**src/rtl/ring_counter_gen.sv**
```systemverilog
// Parametrised ring / Johnson sequencer with wrap pulse, sticky illegal-state
// flag and optional self-correction back to the home state.
module ring_counter_gen #(
    parameter int WIDTH        = 4,
    parameter bit SELF_CORRECT = 1'b1
) (
    input  logic             clk,
    input  logic             mrst,
    input  logic             en,
    input  logic             mode,
    input  logic             dir,
    input  logic             load,
    input  logic [WIDTH-1:0] load_val,
    output logic [WIDTH-1:0] q,
    output logic             wrap,
    output logic             fault
);

    localparam logic [WIDTH-1:0] RING_HOME = WIDTH'(1);
    localparam logic [WIDTH-1:0] JOHN_HOME = '0;

    function automatic logic [WIDTH-1:0] home_of(input logic m);
        return m ? JOHN_HOME : RING_HOME;
    endfunction

    // Johnson legality counts adjacent-bit transitions; wrap-around is ignored.
    function automatic logic is_legal(input logic [WIDTH-1:0] s, input logic m);
        logic [WIDTH-2:0] trans;
        trans = s[WIDTH-1:1] ^ s[WIDTH-2:0];
        if (m)
            return (trans & (trans - (WIDTH-1)'(1))) == '0;
        else
            return (s != '0) && ((s & (s - WIDTH'(1))) == '0);
    endfunction

    function automatic logic [WIDTH-1:0] shift_step(input logic [WIDTH-1:0] s,
                                                    input logic m,
                                                    input logic d);
        logic fb;
        if (d) begin
            fb = m ? ~s[0] : s[0];
            return {fb, s[WIDTH-1:1]};
        end else begin
            fb = m ? ~s[WIDTH-1] : s[WIDTH-1];
            return {s[WIDTH-2:0], fb};
        end
    endfunction

    logic             legal;
    logic [WIDTH-1:0] shifted;
    logic [WIDTH-1:0] q_nxt;
    logic             wrap_nxt;
    logic             fault_nxt;

    always_comb begin
        legal     = is_legal(q, mode);
        shifted   = shift_step(q, mode, dir);
        q_nxt     = q;
        wrap_nxt  = 1'b0;
        fault_nxt = fault | ~legal;
        if (load) begin
            q_nxt     = load_val;
            fault_nxt = 1'b0;
        end else if (en) begin
            if (legal) begin
                q_nxt    = shifted;
                wrap_nxt = (shifted == home_of(mode));
            end else if (SELF_CORRECT) begin
                q_nxt = home_of(mode);
            end else begin
                q_nxt = shifted;
            end
        end
    end

    always_ff @(posedge clk or posedge mrst) begin
        if (mrst) begin
            q     <= RING_HOME;
            wrap  <= 1'b0;
            fault <= 1'b0;
        end else begin
            q     <= q_nxt;
            wrap  <= wrap_nxt;
            fault <= fault_nxt;
        end
    end

endmodule

```
**config.mk**
```make
export PLATFORM = sky130hd
export DESIGN_NAME = ring_counter_gen
export DESIGN_NICKNAME = d
export VERILOG_FILES = /design/src/rtl/ring_counter_gen.sv
export SDC_FILE = /design/constraint.sdc
export NUM_CORES = 1
export LEC_CHECK = 0
export ABC_AREA = 0
export CAP_MARGIN = 20
export CORE_MARGIN = 2
export CORE_UTILIZATION = 38
export DETAILED_ROUTE_END_ITERATION = 16
export GPL_TIMING_DRIVEN = 0
export PLACE_DENSITY = 0.79
export SETUP_SLACK_MARGIN = 0.1
export SLEW_MARGIN = 10
export SYNTH_ARGS = -nofsm -noshare
export SYNTH_HDL_FRONTEND = slang
export SYNTH_SLANG_ARGS = --single-unit
```
**constraint.sdc**
```tcl
create_clock -name clk -period 2.62 [get_ports clk]
set_input_delay 0.393 -clock clk [delete_from_list [all_inputs] [get_ports clk]]
set_output_delay 0.393 -clock clk [all_outputs]
set_load 0.05 [all_outputs]
```
==> results of run 1 <==
==> Yosys cell counts <==
| library cell | n |
|---|---|
| a21bo_2 | 1 |
| nor3_1 | 4 |
| nor4_1 | 1 |
| dfrtp_1 | 5 |
| mux2i_1 | 2 |
| o21a_1 | 1 |
| dfstp_2 | 1 |
| maj3_1 | 1 |
| ha_1 | 5 |
| o21ai_0 | 5 |
| a211oi_2 | 1 |
| nor2_1 | 1 |
| nand4_1 | 1 |
| xnor2_1 | 2 |
| nand2_1 | 3 |
| o311a_1 | 1 |
| mux2_4 | 1 |
| or4b_2 | 1 |
| o2111ai_2 | 1 |
| nand3_1 | 1 |
| a41oi_1 | 1 |
| inv_1 | 6 |
| nand4b_1 | 1 |
| a21oi_1 | 5 |
| clkbuf_1 | 3 |
==> kinds of logic after synthesis <==
group	share of synthesized area [%]
AOI/OAI and AO/OA	22.98
xor gates and xnor gates	3.536
adders and majority gates	14.65
buffers and inverters	6.818
DFF	30.56
muxes	7.070
and+or+nand+nor	14.39
==> state kept, by name (all words and copies together) (netlist names) <==
name	cells
wrap	1
fault	1
q	4
==> metrics by stage <==
stage | instance area, sq um | power [mW]
final | 670.6 | 0.3819
after CTS | 670.6 | 0.3879
after floorplan | 495.5 | 0.2418
after global placement | 644.4 | 0.2913
after detailed placement | 644.4 | 0.2951
after global routing | 670.6 | 0.4081
==> power by group <==
| part | total, mW | internal (mW) | switching (mW) |
|---|---|---|---|
| registers | 0.122 | 0.106 | 0.0164 |
| clock network | 0.0882 | 0.0575 | 0.0307 |
| logic | 0.171 | 0.0731 | 0.0982 |
==> routing by layer <==
metal | wire (um) | track usage (%) | vias to the layer above | part of all wire [%]
met4 | 0 | 12.07 | 0 | 0
met2 | 506 | 23.79 | 16 | 49
met1 | 449 | 20.82 | 213 | 43
li1 | - | - | 234 | -
met5 | 0 | 0 | - | 0
met3 | 78 | 5.556 | 0 | 7.5
==> path summary, 6_finish.rpt <==
| path | from | endpoint | cells after the start |
|---|---|---|---|
| worst max-delay path | q[0] | wrap | 6 |
| worst min register to register | q[2] | wrap | 1 |
| worst min-delay path | mrst | q[2] | 2 |
| min in group clk | q[2] | wrap | 1 |
| worst max register to register | q[0] | wrap | 6 |
| max in group asynchronous | mrst | q[0] | 2 |
==> worst max-delay path, cell delays in order, from the launching register on <==
cell       delay [ps]
dfstp_2           590
inv_1             100
ha_1              220
mux2_4            300
a211oi_2          300
o2111ai_2         180
nor4_1            340
==> final cells by class <==
class | instances | area [sq um] | share of cell area [%]
clock buffers | 4 | 26.28 | 3.918
flip-flops and latches | 6 | 151.4 | 22.57
well taps | 15 | 18.77 | 2.799
repair buffers | 13 | 130.1 | 19.40
inverters | 6 | 22.52 | 3.358
multi-input cells | 40 | 310.3 | 46.27
plain buffers | 3 | 11.26 | 1.679
==> results.ini, run 1 <==
[power]
p_per_area_nw_per_um2=569.5
peakVddDrop_uv=301.9
p_leak_nw=0.2797

[detailed_routing]
post_drt_via_cell_ratio=5.322
num_vias=463
ant_nets=0
wl_um=1034
avgRoutedWirePerCell_um=11.89
drtIter0Drc=7
drc_errors=0
dr.pass1.iters=4

[synthesis]
yosys.area.top_type=dfrtp_1
synth_cells=55
syn_nets=70
ys_types=25
synthTopCellsByArea=dfrtp_1 (25%), ha_1 (13%), dfstp_2 (5.3%)
syn_avg_cell_area_sq_um=9.009
yosysTopAreaCellShare_pct=25.25
syn_area_sq_um=495.5
synth_seq_cells=6
yosysSeqAreaShare_pct=30.56
yosys_warnings=0

[run]
cap_violations=0

[clock_tree]
clk_pin_slew_ps=40
holdBufCountCts=0
cts_resized=0
numCtsBuffers=3
clk_latency_ps=240
cts_tree=yes
cts.sinks=6
clock_path_buffers=2
cts_setup_buffers=0
cts_root_buf=clkbuf_4
cts_max_level=1

[critical_path]
crit_path_end_kind=register
critical_path_class=register to register
crit_arrival_ps=2270
critPathLaunchType=register
regToRegSetupSlack_ps=480
cp_data_required_time_ps=2740
crit_fanout=6

[placed_design]
place_inst=83
port_buffers=13
dpl.hpwl_um=826.1
place_congestion=0.7803
pre_cts_ws_ps=467.9

[layout]
final_common_cell=clkdlybuf4s50_1
finalNetCount=88
utilization_pct=53.55
mostFrequentLayoutCells=clkdlybuf4s50_1 (13), inv_1 (6)
n_fill_cell=126
diodes=0
syn_to_final_growth_pct=35.35
final_cells=87
drive_above_1_share_pct=12.50

[global_routing]
grt_max_degree=11
overflow=0
antenna_found_initial=0
grt_usage_pct=16.72
grt_pass1_vias=429
grt_pass1_wl_um=1731

[sta]
rsz0062_at_grt=false
hold_viol=0
finalSetupViolCount=0
fin_worst_skew_ps=3.920
period_minus_slack_ps=2145
holdWs_ps=351.2
finalCritPeriodShare_pct=81.86
tightest_slew_ps=502.2
relSlewSlack_pct=66.42
drv_slew=0
fin_ws_ps=475.4
fin_tns_setup_ps=0
fmax_ghz=0.4663

[floorplanning]
io_pins=16
dieWidth_um=40.11
start_util_pct=39.56
dieArea_sq_um=1609
coreArea_sq_um=1252
die_h_um=40.11
rows=13

[outcome]
run_status=finished, final reports clean

[worst_hold_path]
hold_class=primary input to async pin

Note: power is estimated with default switching activity, not from simulation.
==> run 2, diff against run 1 <==
==> constraint.sdc (replaced) <==
create_clock -name clk -period 2.19 [get_ports clk]
set_input_delay 0.3285 -clock clk [delete_from_list [all_inputs] [get_ports clk]]
set_output_delay 0.3285 -clock clk [all_outputs]
set_load 0.05 [all_outputs]
==> results.ini, run 2 (synthesized netlist as in run 1, its figures left out) <==
[clock_tree]
numCtsBuffers=3  ; unchanged
clock_path_buffers=2  ; unchanged
clk_pin_slew_ps=60  ; +20 ps
holdBufCountCts=0  ; unchanged
cts.sinks=6  ; unchanged
cts_max_level=1  ; unchanged
clk_latency_ps=270  ; +30 ps
cts_root_buf=clkbuf_4
cts_tree=yes

[floorplanning]
dieWidth_um=40.11  ; unchanged
die_h_um=40.11  ; unchanged
coreArea_sq_um=1252  ; unchanged
start_util_pct=39.56  ; unchanged
rows=13  ; unchanged
io_pins=16  ; unchanged
dieArea_sq_um=1609  ; unchanged

[layout]
mostFrequentLayoutCells=clkdlybuf4s50_1 (13), inv_1 (5), o21ai_0 (5), a21oi_1 (5)
register_area_sq_um=158.9  ; +5.0%
utilization_pct=58.24  ; +4.7 points
n_fill_cell=109  ; -13%
max_flop_register=q
diodes=0  ; unchanged
final_cells=89  ; +2.3%
final_common_cell=clkdlybuf4s50_1
drive_above_1_share_pct=27.03  ; +15 points
finalNetCount=90  ; +2.3%
top_regs=q (4), fault (1), wrap (1)
largest_register_ff_count=4  ; unchanged
multi_input_area_sq_um=346.6  ; +12%
syn_to_final_growth_pct=47.22

[sta]
fin_worst_skew_ps=6.397  ; +2.477 ps
relSlewSlack_pct=64.72  ; -1.7 points
period_minus_slack_ps=2069  ; -75.62 ps
finalCritPeriodShare_pct=94.48  ; +13 points
hold_viol=0  ; unchanged
fin_ws_ps=121.0  ; -354.4 ps
finalSetupViolCount=0  ; unchanged
rsz0062_at_grt=true
drv_slew=0  ; unchanged
fmax_ghz=0.4833  ; +3.7%
tightest_slew_ps=529.2  ; +27.05 ps
holdWs_ps=293.9  ; -57.27 ps

[global_routing]
overflow=0  ; unchanged
grt_pass1_wl_um=1718  ; -0.75%
grt_pass1_vias=368  ; -14%
grt_usage_pct=17.34  ; +0.62 points
antenna_found_initial=0  ; unchanged
grt_max_degree=11  ; unchanged

[outcome]
run_status=finished, final reports clean

[detailed_routing]
num_vias=495  ; +6.9%
ant_nets=0  ; unchanged
dr.pass1.iters=4  ; unchanged
wl_um=1360  ; +32%
avgRoutedWirePerCell_um=15.28  ; +29%
drtIter0Drc=19  ; +12
drc_errors=0  ; unchanged
post_drt_via_cell_ratio=5.562  ; +4.5%

[run]
cap_violations=0  ; unchanged

[placed_design]
port_buffers=13  ; unchanged
dpl.hpwl_um=923  ; +12%
place_congestion=0.8097  ; +3.8%
place_inst=83  ; unchanged
pre_cts_ws_ps=-14.79  ; -482.7 ps

[power]
p_per_area_nw_per_um2=714.4  ; +25%
p_leak_nw=0.2923  ; +4.5%
peakVddDrop_uv=360.8  ; +20%
power_uw=521.1  ; +36%

[critical_path]
crit_fanout=6  ; unchanged
cp_data_required_time_ps=2390  ; -350 ps
crit_path_end_kind=register
crit_arrival_ps=2270  ; about the same
critPathLaunchType=register
critical_path_class=register to register

[worst_hold_path]
hold_class=primary input to async pin

## run 2: cell types whose count changed in the layout (fill, tap and decap cells not counted), sizes merged
cell  change
buf       +2
## run 2: metrics by stage
stage	TNS (ps)	area (sq um)
after CTS	0	691.9
after global routing	0	729.5
final	0	729.5
after floorplan	0	503.0
after global placement	-17.79	651.9
after detailed placement	-14.79	651.9
## run 2: final timing paths
kind,start,end,slack (ps),cells after the start
min in group clk,q[2],wrap,520,1
hold / removal,mrst,q[1],290,2
max in group asynchronous,mrst,q[0],1630,2
setup / recovery,q[0],q[0],120,7
setup reg to reg,q[0],q[0],120,7
hold reg to reg,q[2],wrap,520,1
## run 2: cell type report
cell class | instances | share of cell area [%]
timing repair buffer | 15 | 19.90
multi-input combinational | 40 | 47.51
inverter | 6 | 3.087
sequential | 6 | 21.78
tap | 15 | 2.573
buffer | 3 | 1.544
clock buffer | 4 | 3.602
## run 2: power breakdown
part | total, mW | switching, mW | internal (mW)
Clock | 0.125 | 0.0554 | 0.0700
Combinational | 0.245 | 0.138 | 0.107
Sequential | 0.151 | 0.0209 | 0.130
Total | 0.521 | 0.214 | 0.307
## run 2: repair_timing
action,in CTS,in global routing
setup endpoints to repair,2,4
pin swaps,3,4
setup buffers,0,2
gates resized for setup,2,6
## run 2: critical path, stage by stage (launching register included)
cell and delay [ps]:
dfstp_4 650, inv_2 60, ha_2 190, mux2_4 210
a211oi_4 50, buf_4 150, or4b_2 620, nand3_2 80
## run 2: layer usage
metal,track usage (%),part of all wire [%]
met1,20.88,39
met4,12.93,3.5
met3,5.000,6.0
met2,25.81,51
met5,0,0
==> run 3, diff against run 2 <==
--- a/config.mk
+++ b/config.mk
@@ -11,6 +11,7 @@
 export CORE_UTILIZATION = 38
 export DETAILED_ROUTE_END_ITERATION = 16
 export GPL_TIMING_DRIVEN = 0
+export MAX_ROUTING_LAYER = met4
 export PLACE_DENSITY = 0.79
 export SETUP_SLACK_MARGIN = 0.1
 export SLEW_MARGIN = 10
==> results.ini, run 3 (synthesized netlist as in run 1, its figures left out) <==
[floorplanning]
rows=13  ; unchanged
dieArea_sq_um=1609  ; unchanged
io_pins=16  ; unchanged
die_h_um=40.11  ; unchanged
coreArea_sq_um=1252  ; unchanged
start_util_pct=39.56  ; unchanged
dieWidth_um=40.11  ; unchanged

[clock_tree]
cts_tree=yes
cts.sinks=6  ; unchanged
cts_max_level=1  ; unchanged
holdBufCountCts=0  ; unchanged
clk_latency_ps=270  ; about the same
clk_pin_slew_ps=60  ; about the same
numCtsBuffers=3  ; unchanged
cts_root_buf=clkbuf_4
clock_path_buffers=2  ; unchanged

[layout]
finalNetCount=90  ; unchanged
mostFrequentLayoutCells=clkdlybuf4s50_1 (13), inv_1 (5), o21ai_0 (5), a21oi_1 (5)
largest_register_ff_count=4  ; unchanged
drive_above_1_share_pct=27.03  ; unchanged
design_area_sq_um=729.5  ; unchanged
final_common_cell=clkdlybuf4s50_1
utilization_pct=58.24  ; unchanged
syn_to_final_growth_pct=47.22  ; unchanged
top_regs=q (4), fault (1), wrap (1)
max_flop_register=q
final_cells=89  ; unchanged
register_area_sq_um=158.9  ; unchanged
diodes=0  ; unchanged
n_fill_cell=109  ; unchanged
multi_input_area_sq_um=346.6  ; unchanged

[placed_design]
dpl.hpwl_um=923  ; unchanged
place_inst=83  ; unchanged
port_buffers=13  ; unchanged
placed_area_sq_um=651.9  ; unchanged
place_congestion=0.8216  ; +1.5%

[detailed_routing]
ant_nets=0  ; unchanged
post_drt_via_cell_ratio=5.517  ; -0.81%
dr.pass1.iters=4  ; unchanged
routed-wl-met2_um=706  ; +1.0%
num_vias=491  ; -0.81%
top_layer=met4
avgRoutedWirePerCell_um=15.27  ; about the same
drtIter0Drc=32  ; +13
drc_errors=0  ; unchanged
wl_met1_um=541  ; +1.9%
met3_length_um=71  ; -12%
wl_um=1359  ; about the same

[critical_path]
r2r_start=q[0]
crit_path_end_kind=register
crit_fanout=6  ; unchanged
critPathLaunchType=register
timing.rr.end=q[0]
cp_data_required_time_ps=2390  ; about the same
regToRegSetupSlack_ps=120  ; about the same
crit_arrival_ps=2270  ; about the same
reg2regPathDepth=7  ; unchanged
critical_path_class=register to register

[power]
p_leak_nw=0.2923  ; unchanged
p_seq_share_pct=28.9  ; about the same
p_sw_share_pct=41.09  ; about the same
comb_power_share_pct=47.1  ; about the same
power_uw=520.8  ; about the same
p_int_uw=306.8  ; about the same
p_per_area_nw_per_um2=714.0  ; about the same
peakVddDrop_uv=361.1  ; about the same
clkPwrFrac_pct=24.0  ; about the same
switchingPower_uw=214.0  ; -0.11%

[sta]
rsz0062_at_grt=true
fin_worst_skew_ps=6.269  ; -0.1287 ps
finalSetupViolCount=0  ; unchanged
drv_slew=0  ; unchanged
holdWs_ps=293.9  ; -0.03800 ps
finalCritPeriodShare_pct=94.40  ; about the same
hold_viol=0  ; unchanged
fmax_ghz=0.4837  ; about the same
relSlewSlack_pct=63.92  ; -0.79 points
tightest_slew_ps=541.1  ; +11.91 ps
period_minus_slack_ps=2067  ; -1.689 ps

[global_routing]
antenna_found_initial=0  ; unchanged
grt_pass1_wl_um=1725  ; +0.41%
overflow=0  ; unchanged
grt_pass1_vias=375  ; +1.9%
grt_usage_pct=17.60  ; +0.26 points
grt_max_degree=11  ; unchanged

[worst_hold_path]
hold_class=primary input to async pin

[run]
cap_violations=0  ; unchanged

[outcome]
run_status=finished, final reports clean

-- run 3: power groups by stage --
stage	sequential (mW)	clock (mW)	combinational [mW]
final	0.151	0.125	0.245
after global routing	0.153	0.135	0.261
after CTS	0.149	0.126	0.217
after detailed placement	0.150	0	0.208
after global placement	0.149	0	0.203
after floorplan	0.194	0	0.0991
-- run 3: worst max-delay path by stage --
stage               start   end  cells after the start
floorplan            q[0]  wrap                      6
global placement     q[0]  wrap                      6
detailed placement   q[0]  wrap                      6
CTS                  q[0]  wrap                      6
global route         q[0]  wrap                      6
finish               q[0]  q[0]                      7
-- run 3: area by class of cell --
cell class | instances | share of cell area [%]
buffer | 3 | 1.544
clock buffer | 4 | 3.602
inverter | 6 | 3.087
multi-input combinational | 40 | 47.51
sequential | 6 | 21.78
tap | 15 | 2.573
timing repair buffer | 15 | 19.90
-- run 3: routing by layer --
| layer | track usage (%) | vias up |
|---|---|---|
| li1 | - | 238 |
| met1 | 21.21 | 227 |
| met2 | 25.81 | 20 |
| met3 | 3.333 | 6 |
| met4 | 12.93 | 0 |
| met5 | - | - |
-- run 3: through the flow --
step / TNS (ps) / setup slack [ps]
3_5_place_dp: -14.79 / -14.79
3_3_place_gp: -17.79 / -17.79
2_1_floorplan: 0 / 123.4
4_1_cts: 0 / 116.1
5_1_grt: 0 / 70.39
6_report: 0 / 122.7
-- run 3: worst max-delay path: stages, from the launching register on --
cell,delay [ps]
dfstp_4,650
inv_2,60
ha_2,190
mux2_4,210
a211oi_4,50
buf_4,150
or4b_2,620
nand3_2,80
-- run 3: repair_timing --
action                     CTS  global route
pin swaps                    3             4
gates resized for setup      2             6
setup endpoints to repair    2             4
buffers inserted             0             2
